===== src/rtl/sfifo1f_2f_pkg.sv =====
// Shared defaults and sizing helper for the staged-write FIFO.
package sfifo1f_2f_pkg;

    localparam int DEF_WIDTH      = 16;
    localparam int DEF_DEPTH_BITS = 3;

    // Total capacity: storage entries plus the single staging entry.
    function automatic int cap_of(input int depth_bits);
        return (1 << depth_bits) + 1;
    endfunction

endpackage


===== src/rtl/sfifo1f_stage.sv =====
// One-entry registered write stage in front of the storage array.
module sfifo1f_stage
    import sfifo1f_2f_pkg::*;
#(
    parameter int WIDTH = DEF_WIDTH
) (
    input  logic             clk,
    input  logic             rst_n,
    input  logic [WIDTH-1:0] din,
    input  logic             wr,
    input  logic             drain,
    output logic [WIDTH-1:0] data,
    output logic             valid
);

    // Capture on write; a write into a draining stage keeps it valid so
    // back-to-back writes run at one word per clock.
    always_ff @(posedge clk or negedge rst_n) begin
        if (!rst_n) begin
            data  <= '0;
            valid <= 1'b0;
        end else if (wr) begin
            data  <= din;
            valid <= 1'b1;
        end else if (drain) begin
            valid <= 1'b0;
        end
    end

endmodule


===== src/rtl/sfifo1f_2f.sv =====
// Synchronous FIFO: registered 1-entry write stage feeding a show-ahead
// storage FIFO. All flags come from registered state only.
module sfifo1f_2f
    import sfifo1f_2f_pkg::*;
#(
    parameter int WIDTH      = DEF_WIDTH,
    parameter int DEPTH_BITS = DEF_DEPTH_BITS
) (
    input  logic                  clk,
    input  logic                  rst_n,
    input  logic [WIDTH-1:0]      din,
    input  logic                  wr,
    input  logic                  rd,
    output logic [WIDTH-1:0]      dout,
    output logic [DEPTH_BITS:0]   count,
    output logic [DEPTH_BITS:0]   ncount,
    output logic                  full,
    output logic                  empty,
    output logic                  fullm1,
    output logic                  emptyp2
);

    localparam int DEPTH = 1 << DEPTH_BITS;
    localparam int CAP   = cap_of(DEPTH_BITS);
    localparam int CW    = DEPTH_BITS + 1;

    logic [WIDTH-1:0]      mem [DEPTH];
    logic [DEPTH_BITS-1:0] wptr;
    logic [DEPTH_BITS-1:0] rptr;
    logic [CW-1:0]         scnt;
    logic [WIDTH-1:0]      stage_data;
    logic                  stage_v;
    logic                  stor_full;
    logic                  wr_acc;
    logic                  rd_acc;
    logic                  drain;

    assign stor_full = (scnt == CW'(DEPTH));
    assign empty     = (scnt == '0);
    assign full      = stage_v & stor_full;
    assign wr_acc    = wr & ~full;
    assign rd_acc    = rd & ~empty;
    // A pop on the same edge frees the slot the stage drains into.
    assign drain     = stage_v & (~stor_full | rd_acc);

    sfifo1f_stage #(
        .WIDTH (WIDTH)
    ) u_stage (
        .clk   (clk),
        .rst_n (rst_n),
        .din   (din),
        .wr    (wr_acc),
        .drain (drain),
        .data  (stage_data),
        .valid (stage_v)
    );

    // Storage array write port; contents need no reset since empty gates dout.
    always_ff @(posedge clk) begin
        if (drain) begin
            mem[wptr] <= stage_data;
        end
    end

    // Pointers and storage occupancy.
    always_ff @(posedge clk or negedge rst_n) begin
        if (!rst_n) begin
            wptr <= '0;
            rptr <= '0;
            scnt <= '0;
        end else begin
            if (drain) begin
                wptr <= wptr + 1'b1;
            end
            if (rd_acc) begin
                rptr <= rptr + 1'b1;
            end
            case ({drain, rd_acc})
                2'b10:   scnt <= scnt + 1'b1;
                2'b01:   scnt <= scnt - 1'b1;
                default: scnt <= scnt;
            endcase
        end
    end

    // Occupancy and threshold flags from registered stage/storage state.
    always_comb begin
        count   = scnt + {{DEPTH_BITS{1'b0}}, stage_v};
        ncount  = CW'(CAP) - count;
        fullm1  = (count >= CW'(CAP - 1));
        emptyp2 = (count <= CW'(2));
        dout    = empty ? '0 : mem[rptr];
    end

endmodule


===== config.mk =====
export PLATFORM = sky130hd
export DESIGN_NAME = sfifo1f_2f
export DESIGN_NICKNAME = d
export VERILOG_FILES = /design/src/rtl/sfifo1f_2f_pkg.sv /design/src/rtl/sfifo1f_stage.sv /design/src/rtl/sfifo1f_2f.sv
export SDC_FILE = /design/constraint.sdc
export NUM_CORES = 1
export LEC_CHECK = 0
export BUFFER_PORTS_ARGS = -buffer_cell sky130_fd_sc_hd__buf_4
export CAP_MARGIN = 0
export CORE_UTILIZATION = 48
export CTS_CLUSTER_DIAMETER = 60
export DETAILED_ROUTE_END_ITERATION = 10
export GPL_TIMING_DRIVEN = 0
export PLACE_DENSITY = 0.7
export SLEW_MARGIN = 30
export SYNTH_ARGS = -nofsm -noshare
export SYNTH_HDL_FRONTEND = slang
export SYNTH_SLANG_ARGS = --single-unit

===== constraint.sdc =====
create_clock -name clk -period 4.85 [get_ports clk]
set_input_delay 0.7275 -clock clk [delete_from_list [all_inputs] [get_ports clk]]
set_output_delay 0.7275 -clock clk [all_outputs]
set_load 0.005 [all_outputs]

# ---- After elaboration in Yosys (flattened, before gate mapping)
# Memory sizes are Yosys's and may differ from the RTL's.
# Cells that the tools add are included.
dict set report classes {
  n_eq_ne 3
  shift 0
  div_mod_pow 0
  muxes 6
  reduce_logical 3
  mul 0
  n_bitwise 8
  order_cmp 2
  n_addsub 6
}
# cell count
set op_table {}
lappend op_table {{$mux 16} 1}
lappend op_table {{$pmux 4 s2} 1}
lappend op_table {{$add 3x1->3 const B} 2}
lappend op_table {{$add 4x1->4} 1}
lappend op_table {{$add 4x1->4 const B} 1}
lappend op_table {{$and 1x1->1} 4}
lappend op_table {{$eq 4x4->1 const B} 1}
lappend op_table {{$ge 4x4->1 const B} 1}
lappend op_table {{$le 4x2->1 const B} 1}
lappend op_table {{$logic_not 4->1} 1}
lappend op_table {{$mux 1} 4}
lappend op_table {{$reduce_bool 2->1} 2}
lappend op_table {{$sub 4x1->4 const B} 1}
lappend op_table {{$sub 4x4->4 const A} 1}
lappend op_table {{$not 1->1} 3}
lappend op_table {{$eq 2x1->1 const B} 1}
lappend op_table {{$eq 2x2->1 const B} 1}
lappend op_table {{$or 1x1->1} 1}
dict set report word_totals {
  mem_count 1
  romBits 0
  word_cells 34
  register_bits 27
  latch_bits 0
  mem_bits_rw 128
  output_inout_bits 28
}
# name depth word_bits rd rd_clocked_by_memory_dff wr line
set mem_list {}
lappend mem_list {mem 8 16 1 0 1 sfifo1f_2f.sv:27} ;# logic [WIDTH-1:0] mem [DEPTH];

# ---- Depth between registers and ports, before layout
dict set report logic_depth {
  word_depth 7
  depth_mapped 9
  mapped_depth_nobuf 7
}

# ---- Cells and area by module
# A second synthesis with hierarchy kept.
dict set report hier_totals {
  cells_unflattened 321
  hier_area_um2 6276.0
}
# module cells_per_inst n_inst area_each_um2
set by_module_without_submodules {}
lappend by_module_without_submodules {sfifo1f_2f 284 1 5592.9}
lappend by_module_without_submodules {sfifo1f_stage 37 1 683.2}

# ---- Worst setup path after synthesis
# Ideal clock, no wire load.
dict set report synth_timing {
  path_kind {register to register}
  startpoint {register scnt[3]}
  endpoint {memory mem[0][0] (netlist name) (enable)}
  n_path_buf 2
  path_stages_with_launch 6
  setup_slack_ns 1.971
  synth_period_minus_slack_ns 2.879
  required_ns 4.420
  setup_time_ns 0.430
  arrival_ns 2.449
  cell_sequence {dfrtp_1 buf_4 or4b_4 buf_6 o21ai_4 nor4_1}
}
dict set report synth_between {
  elab_chain_cells 7
}
# element line
set synth_rtl {}
lappend synth_rtl {{start, declared} sfifo1f_2f.sv:30} ;# logic [CW-1:0] scnt;
lappend synth_rtl {{start signal, assigned} sfifo1f_2f.sv:79} ;# 2'b10: scnt <= scnt + 1'b1;
lappend synth_rtl {{start signal, assigned} sfifo1f_2f.sv:80} ;# 2'b01: scnt <= scnt - 1'b1;
lappend synth_rtl {{start signal, assigned} sfifo1f_2f.sv:81} ;# default: scnt <= scnt;
lappend synth_rtl {{$logic_not 4->1} sfifo1f_2f.sv:39} ;# assign empty = (scnt == '0);
lappend synth_rtl {{$not 1->1} sfifo1f_2f.sv:42} ;# assign rd_acc = rd & ~empty;
lappend synth_rtl {{$and 1x1->1} sfifo1f_2f.sv:42}
lappend synth_rtl {{$or 1x1->1 (*)} sfifo1f_2f.sv:44} ;# assign drain = stage_v & (~stor_full | rd_acc);
lappend synth_rtl {{$and 1x1->1 (*)} sfifo1f_2f.sv:44}
lappend synth_rtl {{$mux 1 (*)} sfifo1f_2f.sv:60} ;# if (drain) begin
lappend synth_rtl {{$mux 1 (not written as such) (*)} sfifo1f_2f.sv:61} ;# mem[wptr] <= stage_data;
lappend synth_rtl {{end, declared} sfifo1f_2f.sv:27}
# Mark *: on every way between the ends. The rest lies on a longest branch, timed or not.

# ---- Final worst setup path
dict set report layout_timing {
  startpoint {register rptr[0]}
  endpoint {output port dout[5]}
}
dict set report layout_between {
  elab_chain_cells 2
}
# element line
set layout_rtl {}
lappend layout_rtl {{start, declared} sfifo1f_2f.sv:29} ;# logic [DEPTH_BITS-1:0] rptr;
lappend layout_rtl {{start signal, assigned} sfifo1f_2f.sv:76} ;# rptr <= rptr + 1'b1;
lappend layout_rtl {{$mem_v2 8x16} -}
lappend layout_rtl {{$mux 16} sfifo1f_2f.sv:92} ;# dout = empty ? '0 : mem[rptr];
lappend layout_rtl {{end, declared} sfifo1f_2f.sv:14} ;# output logic [WIDTH-1:0] dout,
# No other way between the ends.

==> qor.json <==
{
  "status": {
    "run_status": "finished, final reports clean"
  },
  "pwr": {
    "swShare": 0.3117,
    "cellInternalPower_uw": 3360,
    "vdd_drop_max_uv": 326.8,
    "leakage_uw": 0.002779,
    "switchingPower_uw": 1522,
    "power.total_uw": 4883,
    "power-per-cell-area_nw_per_um2": 630.4,
    "pwr-share-comb": 0.355,
    "power_frac_seq": 0.372,
    "clockPowerShare": 0.273
  },
  "setup_path": {
    "cp.required_ns": 4.12,
    "endpoint_kind": "output pin",
    "worst-setup-path-type": "flip-flop to output pin",
    "critical_path_data_arrival_time_ns": 2.62,
    "path_max_fanout": 10,
    "rr_endpoint": "mem[2][13]$_DFFE_PP_",
    "crit_path_start_kind": "flip-flop",
    "regToRegStartpoint": "scnt[0]$_DFFE_PN0P_",
    "r2r_slack_ns": 2.27,
    "r2r.worst_path.cells": 6
  },
  "synthesis": {
    "ys_dominant_reg_cell": "edfxtp_1",
    "synthSimpleGateAreaFrac": 0.04393,
    "synth_fp_nets": 415,
    "post_synth_xor_area_fraction": 0.009524,
    "synthesis.instances": 388,
    "synth_enable_flop_cells": 128,
    "ys_async_sr_fraction": 0.1742,
    "ys_types": 45,
    "synth_top_area_share": 0.5971,
    "synth_compound_area_frac": 0.05598,
    "post_synth_main_area_contributors": "edfxtp_1, mux2_2, dfrtp_1",
    "arithmetic_cell_share_of_the_synthesized_area_counting_full_adders_half_adders_and_majority_gates": 0.01361,
    "seq_area_frac_synth": 0.7020,
    "synth_top_family_by_area": "multiplexers",
    "syn_area_um2": 6437,
    "yosys_register_bits": 155,
    "muxShareOfSynthArea": 0.1471,
    "synth.largest_area_cell": "edfxtp_1",
    "synth_area_per_cell_um2": 16.59,
    "ys.warnings.count": 0
  },
  "floorplanning": {
    "die-area_um2": 13880,
    "die_w_um": 117.8,
    "die_h_um": 117.8,
    "placeableCoreArea_um2": 12820,
    "floorplan.initialDensity": 0.5020,
    "row_count": 41,
    "floorplan.io_pins": 48
  },
  "timing": {
    "max_freq_mhz": 298.3,
    "timing.final.crit_period_ns": 3.352,
    "max-slew-margin-rel": 0.4807,
    "final-setup-viol-count": 0,
    "final.setup_skew_ns": 0.005348,
    "tightestPinTransition_ns": 0.7755,
    "min_period_over_period": 0.6911,
    "totalNegativeSetupSlack_ns": 0,
    "final_max_slew_viol_count": 0,
    "grt_setup_unrepaired": "no",
    "holdWs_ns": 0.2385,
    "number_of_failing_hold_endpoints_at_the_final_stage": 0
  },
  "clocking": {
    "root_buf_cell": "clkbuf_16",
    "cts_sinks": 155,
    "worst_skew_pair.late_latency_ns": 0.43,
    "cts_setup_buffers": 0,
    "cts.reportedPaths.clkPinSlew_ns": 0.06,
    "postCtsResizedCells": 0,
    "tritoncts_clock_tree": "yes",
    "post_cts_hold_buffer_count": 0,
    "cts_buffers": 17,
    "ctsLongestPathBuffers": 2,
    "cts_max_level": 4
  },
  "layout": {
    "layout.cells.most_common_list": "edfxtp_1, mux2_2, buf_4",
    "antenna-diode-count": 0,
    "n_fill_cell": 959,
    "post_route_cells_drive_above_1_share": 0.4100,
    "finish.instance_area_um2": 7745,
    "design.final.nets": 492,
    "register_area_um2": 4519,
    "layout.cells.most_common": "edfxtp_1",
    "number_of_non_filler_instances_in_the_completed_layout": 650,
    "multi_input_comb_area_um2": 1788,
    "layout-area-overhead-vs-synth_pct": 20.31
  },
  "global_route": {
    "grt_max_degree": 28,
    "initial_antenna_violation_count": 0,
    "all_layer_gr_usage": 0.2087,
    "overflow": 0,
    "grt_pass1_wl_mm": 20.74,
    "grt_pass1_vias": 3639
  },
  "route": {
    "total_number_of_vias": 3646,
    "drt_pass1_iterations": 5,
    "route.final.wire_length_mm": 13.56,
    "drt_iter0_markers": 290,
    "antenna_violating_nets_post_route": 0,
    "viasPerCell": 5.609,
    "drc": 0,
    "route.detailed.wl_per_inst_um": 20.86
  },
  "job": {
    "maxCapViolCount": 0
  },
  "min_path": {
    "worst_hold_path_type": "input pin to async pin"
  },
  "placed_design": {
    "place.detailed.instances": 618,
    "place.port_buffers": 47,
    "dpl.hpwl_mm": 8.470,
    "global_placer_s_final_weighted_congestion": 0.7537,
    "dpl_cell_area_um2": 7149
  }
}
==> state kept, by name, summed over array words and instances, names as in the netlist <==
signal,count
mem,128
u_stage.data,16
scnt,4
rptr,3
wptr,3
u_stage.valid,1
==> kinds of logic (layout without fill, tap and decap cells) <==
family | Yosys count | after routing
mux | 84 | 84
xor+xnor | 7 | 7
buf+inv | 34 | 124
flops | 155 | 155
compound gates | 53 | 53
fa+ha+maj | 7 | 7
simple gates | 48 | 48
==> worst max path at each step <==
stage                                    from              endpoint  slack [ns]  cells past startpoint
after floorplan           scnt[3]$_DFFE_PN0P_   mem[0][0]$_DFFE_PP_        1.97                      5
after global placement                     rd  mem[0][11]$_DFFE_PP_        0.49                      3
after detailed placement  rptr[0]$_DFFE_PN0N_               dout[5]        1.99                      6
after CTS                 rptr[0]$_DFFE_PN0N_               dout[5]        1.50                      6
after global routing      rptr[0]$_DFFE_PN0N_               dout[5]        1.35                      6
final                     rptr[0]$_DFFE_PN0N_               dout[5]        1.50                      6
==> layer usage <==
metal  vias to the layer above  GRT usage  share of wire
met3                        21    0.05136          0.051
met2                       110     0.3316           0.49
met1                      1841     0.2736           0.44
li1                       1674          -              -
met4                         0    0.08894          0.018
met5                         -          0              0
==> worst max-delay path, stage by stage (launching register included) <==
cell and delay, ns:
dfrtp_1 0.44, nand2b_1 0.13, clkbuf_1 0.38, clkbuf_1 0.57
o22ai_1 0.19, nor3_1 0.31, buf_4 0.17
==> Yosys cell counts, drive strengths merged, types with 4 or more instances <==
cell	n
nand2	5
buf	17
o22ai	33
dfrtp	27
ha	7
mux2	82
nand2b	5
inv	6
edfxtp	128
a21oi	4
nor3	20
clkbuf	10
o21ai	4
xnor2	5
==> area by class of cell <==
| type | count | area share |
|---|---|---|
| buffer | 27 | 0.01971 |
| clock buffer | 21 | 0.05816 |
| clock inverter | 11 | 0.01874 |
| inverter | 7 | 0.003393 |
| multi-input combinational | 199 | 0.2309 |
| sequential | 155 | 0.5835 |
| tap | 172 | 0.02779 |
| timing repair buffer | 58 | 0.05784 |
==> per-stage QoR <==
stage	utilization	setup slack, ns
detailed placement	0.5575	1.994
global route	0.6039	1.353
global placement	0.5462	0.4920
CTS	0.6039	1.498
floorplan	-	1.971
finish	0.6039	1.498
==> power by group through the flow <==
| stage | registers (µW) | logic (µW) | clock network, µW |
|---|---|---|---|
| after detailed placement | 1840 | 1740 | 0 |
| after floorplan | 1800 | 1030 | 0 |
| final | 1820 | 1730 | 1330 |
| after CTS | 1820 | 1750 | 1350 |
| after global placement | 1830 | 1660 | 0 |
| after global routing | 1840 | 1860 | 1410 |
Power figures use the tool's default switching activity.
